File: config.mk
export PLATFORM = sky130hd
export DESIGN_NAME = debounce_filter_flat
export DESIGN_NICKNAME = d
export VERILOG_FILES = /design/src/rtl/debounce_pkg.sv /design/src/rtl/debounce_filter_if.sv /design/src/rtl/debounce_filter_sync_chain.sv /design/src/rtl/debounce_filter.sv /design/src/flat_wrapper.sv
export SDC_FILE = /design/constraint.sdc
export NUM_CORES = 1
export LEC_CHECK = 0
export BUFFER_PORTS_ARGS = -buffer_cell sky130_fd_sc_hd__buf_2
export CAP_MARGIN = 5
export CORE_ASPECT_RATIO = 1.5
export CORE_UTILIZATION = 49
export DETAILED_ROUTE_END_ITERATION = 10
export PLACE_DENSITY = 0.72
export SLEW_MARGIN = 20
export SYNTH_ARGS = -nofsm -noshare
export SYNTH_HDL_FRONTEND = slang
export SYNTH_SLANG_ARGS = --single-unit
File: constraint.sdc
create_clock -name clk -period 2.2 [get_ports clk]
set_input_delay 0.33 -clock clk [delete_from_list [all_inputs] [get_ports clk]]
set_output_delay 0.33 -clock clk [all_outputs]
set_load 0.01 [all_outputs]
File: src/rtl/debounce_pkg.sv
// Shared types and defaults for the debounce filter and its synchronizer.
// Optional feature macro used by this block: DEBOUNCE_EDGE_TICK_EN.
package debounce_pkg;

  typedef enum logic [1:0] {
    ZERO  = 2'b00,
    WAIT1 = 2'b01,
    ONE   = 2'b10,
    WAIT0 = 2'b11
  } db_state_e;

  localparam int unsigned DB_CYCLES_DEFAULT = 1000000;
  localparam int unsigned CNT_W_DEFAULT     = 20;

  // Debounced level implied by a state: high once a rise is qualified,
  // and it stays high while a fall is still being qualified.
  function automatic logic level_of(input db_state_e s);
    return (s == ONE) || (s == WAIT0);
  endfunction

endpackage

File: src/rtl/debounce_filter_if.sv
// Signal bundle between the raw input source and the debounce filter.
// db_tick exists only when DEBOUNCE_EDGE_TICK_EN is defined.
interface debounce_filter_if;

  logic raw_in;
  logic db_level;
`ifdef DEBOUNCE_EDGE_TICK_EN
  logic db_tick;
`endif

  modport slave (
    input  raw_in,
    output db_level
`ifdef DEBOUNCE_EDGE_TICK_EN
    ,
    output db_tick
`endif
  );

  modport master (
    output raw_in,
    input  db_level
`ifdef DEBOUNCE_EDGE_TICK_EN
    ,
    input  db_tick
`endif
  );

endinterface

File: src/rtl/debounce_filter_sync_chain.sv
// Plain flop chain bringing an asynchronous level into the clk domain.
// Synchronous active-low reset clears every stage.
module sync_chain #(
  parameter int STAGES = 2
) (
  input  logic clk,
  input  logic rst,
  input  logic d_i,
  output logic q_o
);

  logic [STAGES-1:0] sync_q;
  logic [STAGES-1:0] sync_d;

  always_comb begin
    sync_d = {sync_q[STAGES-2:0], d_i};
  end

  always_ff @(posedge clk) begin
    if (!rst) begin
      sync_q <= '0;
    end else begin
      sync_q <= sync_d;
    end
  end

  assign q_o = sync_q[STAGES-1];

endmodule

File: src/rtl/debounce_filter.sv
// Synchronizer plus counter-qualified 4-state debounce FSM producing a clean level.
// DEBOUNCE_EDGE_TICK_EN adds a registered one-cycle pulse on every level change.
//
// state | meaning
// ZERO  | stable low
// WAIT1 | input high, counting toward a qualified rise
// ONE   | stable high
// WAIT0 | input low, counting toward a qualified fall
module debounce_filter
  import debounce_pkg::*;
#(
  parameter int          SYNC_STAGES = 2,
  parameter int unsigned DB_CYCLES   = DB_CYCLES_DEFAULT,
  parameter int          CNT_W       = CNT_W_DEFAULT
) (
  input  logic              clk,
  input  logic              rst,
  debounce_filter_if.slave  bus
);

  localparam logic [CNT_W-1:0] CNT_LOAD = CNT_W'(DB_CYCLES - 1);
  localparam logic [CNT_W-1:0] CNT_ONE  = CNT_W'(1);

  logic             sync_in;
  db_state_e        state_q, state_d;
  logic [CNT_W-1:0] cnt_q, cnt_d;
  logic             level_q, level_d;

  sync_chain #(
    .STAGES (SYNC_STAGES)
  ) u_sync (
    .clk (clk),
    .rst (rst),
    .d_i (bus.raw_in),
    .q_o (sync_in)
  );

  always_comb begin
    state_d = state_q;
    cnt_d   = cnt_q;
    case (state_q)
      ZERO: begin
        if (sync_in) begin
          state_d = WAIT1;
          cnt_d   = CNT_LOAD;
        end
      end
      WAIT1: begin
        if (!sync_in) begin
          state_d = ZERO;
        end else if (cnt_q == '0) begin
          state_d = ONE;
        end else begin
          cnt_d = cnt_q - CNT_ONE;
        end
      end
      ONE: begin
        if (!sync_in) begin
          state_d = WAIT0;
          cnt_d   = CNT_LOAD;
        end
      end
      WAIT0: begin
        if (sync_in) begin
          state_d = ONE;
        end else if (cnt_q == '0) begin
          state_d = ZERO;
        end else begin
          cnt_d = cnt_q - CNT_ONE;
        end
      end
      default: begin
        state_d = ZERO;
      end
    endcase
    // Level is registered from the next state so it moves on the qualifying edge itself.
    level_d = level_of(state_d);
  end

  always_ff @(posedge clk) begin
    if (!rst) begin
      state_q <= ZERO;
      cnt_q   <= '0;
      level_q <= 1'b0;
    end else begin
      state_q <= state_d;
      cnt_q   <= cnt_d;
      level_q <= level_d;
    end
  end

  assign bus.db_level = level_q;

`ifdef DEBOUNCE_EDGE_TICK_EN
  logic tick_q, tick_d;

  always_comb begin
    tick_d = ((state_q == WAIT1) && (state_d == ONE)) ||
             ((state_q == WAIT0) && (state_d == ZERO));
  end

  always_ff @(posedge clk) begin
    if (!rst) begin
      tick_q <= 1'b0;
    end else begin
      tick_q <= tick_d;
    end
  end

  assign bus.db_tick = tick_q;
`endif

endmodule

File: src/flat_wrapper.sv
// flat-port wrapper written by rule: the top's interface ports become plain ports
module debounce_filter_flat import debounce_pkg::*;
#(
  parameter int          SYNC_STAGES = 2,
  parameter int unsigned DB_CYCLES   = DB_CYCLES_DEFAULT,
  parameter int          CNT_W       = CNT_W_DEFAULT
)
  (clk, rst, bus_raw_in, bus_db_level);
  debounce_filter_if bus_i ();
  input  logic clk;
  input  logic rst;
  input wire logic [$bits(bus_i.raw_in)-1:0] bus_raw_in;
  output wire logic [$bits(bus_i.db_level)-1:0] bus_db_level;
  assign bus_i.raw_in = bus_raw_in;
  assign bus_db_level = bus_i.db_level;
  debounce_filter #(.SYNC_STAGES(SYNC_STAGES), .DB_CYCLES(DB_CYCLES), .CNT_W(CNT_W)) u_core (.clk(clk), .rst(rst), .bus(bus_i));
endmodule
==> impl_metrics.py <==
metrics = {
    "setup_path": {
        "reg2reg_from": "u_core.cnt_q[0]",
        "worstPathArrival_ns": 2.20,
        "cp.required_ns": 2.44,
        "startpoint_type": "flop",
        "crit_buf_inv": 1,
        "critPathMaxStageDelay_ns": 0.38,
        "end_kind": "flop",
        "worstPathMaxFanout": 9,
        "worst_path_dominant_cell_family": "simple AND/OR/NAND/NOR gates",
        "reg2reg_slack_ns": 0.24,
        "cp-startpoint": "u_core.cnt_q[0]",
        "worstRegToRegCells": 7,
        "cpMaxStageDelayCell": "nor4b_4",
        "crit_type": "reg2reg",
        "r2r-end": "u_core.cnt_q[0]",
        "cp_cell_sequence": "inv_1 > ha_1 > nor4b_4 > nand3_1 > o21a_4 > and3_4 > nor3_2",
        "crit_cells": 7,
    },
    "sta": {
        "timing.fmax_mhz": 510.0,
        "final.period_utilization_pct": 89.13,
        "rsz0062_at_grt": "false",
        "worst_slew_pin_slew_ns": 0.5273,
        "final_hold_viol_count": 0,
        "timing.setup.tns_ns": 0,
        "finalCriticalPeriod_ns": 1.961,
        "drv_slew": 0,
        "max-slew-margin-rel_pct": 64.81,
        "clock_skew_ns": 0.007212,
        "finalSetupViolations": 0,
    },
    "finish": {
        "fillers": 228,
        "register_area_sq_um": 500.5,
        "fin_nets": 145,
        "multi_input_area_sq_um": 734.5,
        "drive_above_1_share_pct": 17.14,
        "area_delta_synth_final_pct": 2.109,
        "antenna_cells": 0,
    },
    "clock_network": {
        "path_clk_slew_ns": 0.12,
        "cts_tree": "yes",
        "numCtsBuffers": 3,
        "ctsLongestPathBuffers": 2,
        "clk-insertion-delay-late_ns": 0.31,
        "clock_sinks": 25,
        "ctsHoldBuffers": 0,
        "cts-root-buf": "clkbuf_4",
        "cts_setup_buffers": 0,
        "htreeDepth": 1,
        "cts_resized": 0,
    },
    "global_routing": {
        "gr-usage-all-layers_pct": 20.08,
        "grt_pass1_vias": 965,
        "overflow": 0,
        "grt_start_max_net_pins": 16,
        "grt_pass1_wl_um": 4278,
        "antenna_found_initial": 0,
    },
    "synth": {
        "synth.distinct_cells": 45,
        "ys_ff_latch": 25,
        "synth_top_area_share_pct": 38.35,
        "avgSynthCellArea_sq_um": 9.596,
        "synthTopCellsByCount": "dfxtp_1, a21oi_1, nor2_1",
        "syn_inst": 136,
        "synth_edf_count": 0,
        "ys.flop_type": "dfxtp_1",
        "yosysWarningCount": 0,
        "synth_top_area_cell": "dfxtp_1",
        "ys_seq_area_share_pct": 38.35,
        "syn_area_sq_um": 1305,
        "ys_async_sr_fraction_pct": 0,
        "synthesis.nets": 140,
        "synth.area.top_cells": "dfxtp_1, a21oi_1, nor2_1",
        "synth_most_common_cell": "dfxtp_1",
    },
    "power_and_ir_drop": {
        "ir_drop_v": 0.0003196,
        "p_seq_share_pct": 57.1,
        "powerDensity_nw_per_um2": 677.7,
        "leakage_nw": 0.4860,
        "total_power_w": 0.0009031,
        "p_clk_share_pct": 21.8,
        "p_sw_w": 0.0002685,
        "power.internal_w": 0.0006346,
        "sw_frac_of_total_pct": 29.73,
        "p_comb_share_pct": 21.2,
    },
    "placed_design": {
        "routabilityCongestion": 0.7623,
        "dp_hpwl_um": 1859,
        "io_buffers": 3,
    },
    "detailed_routing": {
        "vias": 994,
        "drt_iter0_drc": 14,
        "wl_per_cell_um": 15.09,
        "viasPerCell": 6.061,
        "ant_nets": 0,
        "drtPass1Iterations": 4,
        "routed_wl_um": 2474,
        "remaining_drc_errors": 0,
    },
    "outcome": {
        "status": "complete, no violations",
    },
    "floorplan": {
        "die_h_um": 65.21,
        "fp.dieArea_sq_um": 2878,
        "ios": 4,
        "core_area_sq_um": 2477,
        "die_x_um": 44.14,
        "num_rows": 22,
        "start_util_pct": 52.68,
    },
    "worst_hold_path": {
        "min_path_cells": 2,
        "hold_start": "bus_raw_in",
        "worstHoldEndpoint": "u_core.u_sync.sync_q[0]",
        "hold_path.class": "in2reg",
    },
    "run": {
        "maxCapViolations": 0,
    },
}
-- power by group through the flow --
stage          registers [W]  logic, W  clock network (W)
2_1_floorplan       0.000516  0.000171                  0
3_3_place_gp        0.000523  0.000183                  0
3_5_place_dp        0.000525  0.000190                  0
4_1_cts             0.000515  0.000192           0.000208
5_1_grt             0.000520  0.000214           0.000225
6_report            0.000515  0.000191           0.000197
-- stage by stage --
| step | hold WS (ns) | util, % | setup WS (ns) | cell area, sq um | instances |
|---|---|---|---|---|---|
| final | 0.2220 | 53.79 | 0.2391 | 1333 | 164 |
| after global routing | 0.2123 | 53.79 | 0.04520 | 1333 | 164 |
| after CTS | 0.2131 | 53.79 | 0.2375 | 1333 | 164 |
| after detailed placement | 0.4209 | 52.73 | 0.2868 | 1306 | 160 |
| after global placement | 0.4162 | 52.73 | 0.3517 | 1306 | 160 |
| after floorplan | 0.4118 | - | 0.3901 | 1305 | 136 |
-- flip-flops by register name, summed over array words and instances, names as in the netlist --
name	count
u_core.state_q	2
u_core.cnt_q	20
u_core.bus.db_level	1
u_core.u_sync.sync_q	2
-- cell families (layout without fill, tap and decap cells) --
kind of cell | Yosys count | in the layout | share of synthesized area [%]
flip-flops | 25 | 25 | 38.35
AND/OR/NAND/NOR | 57 | 57 | 31.35
buffers and inverters | 9 | 13 | 5.369
adder cells (fa/ha/maj) | 1 | 1 | 0.9586
multiplexers | 1 | 1 | 0.7670
XOR/XNOR | 9 | 9 | 6.040
AO/OA/AOI/OAI | 34 | 34 | 17.16
-- worst register-to-register path, cell delays in order (launching register included) --
cell	delay (ns)
dfxtp_1	0.36
inv_1	0.06
ha_1	0.21
nor4b_4	0.38
nand3_1	0.26
o21a_4	0.30
and3_4	0.18
nor3_2	0.14
-- how the worst max path moves through the flow --
stage | endpoint | slack [ns]
floorplan | u_core.cnt_q[2] | 0.39
global placement | u_core.cnt_q[19] | 0.35
detailed placement | u_core.cnt_q[0] | 0.29
CTS | u_core.cnt_q[0] | 0.24
global route | u_core.cnt_q[0] | 0.05
finish | u_core.cnt_q[0] | 0.24
-- metal layers --
layer	track usage, %	share of wire (%)	up-vias
met3	3.571	1.7	8
met4	12.12	3.8	0
met5	0	0	-
li1	-	-	511
met1	21.67	41	462
met2	34.93	54	13
-- cell usage in the layout (no fill, tap or decap), types with 3 or more instances in the layout --
cell,synthesis,layout
dfxtp_1,25,25
a21oi_1,12,12
nor2_1,12,12
nor3_1,7,7
inv_1,5,5
or3_1,5,5
xor2_1,5,5
nand2_1,5,5
xnor2_1,4,4
o21ai_0,4,4
and2_1,3,3
nand2b_1,3,3
o2111ai_1,3,3
o21ai_1,3,3
a31oi_1,3,3
clkbuf_4,0,3
buf_2,0,3
-- layout make-up --
type / instances / share of cell area [%]
sequential: 25 / 37.56
timing repair buffer: 4 / 1.690
tap: 24 / 2.254
inverter: 5 / 1.408
multi-input combinational: 102 / 55.12
clock buffer: 4 / 1.972
Power figures use the tool's default switching activity.
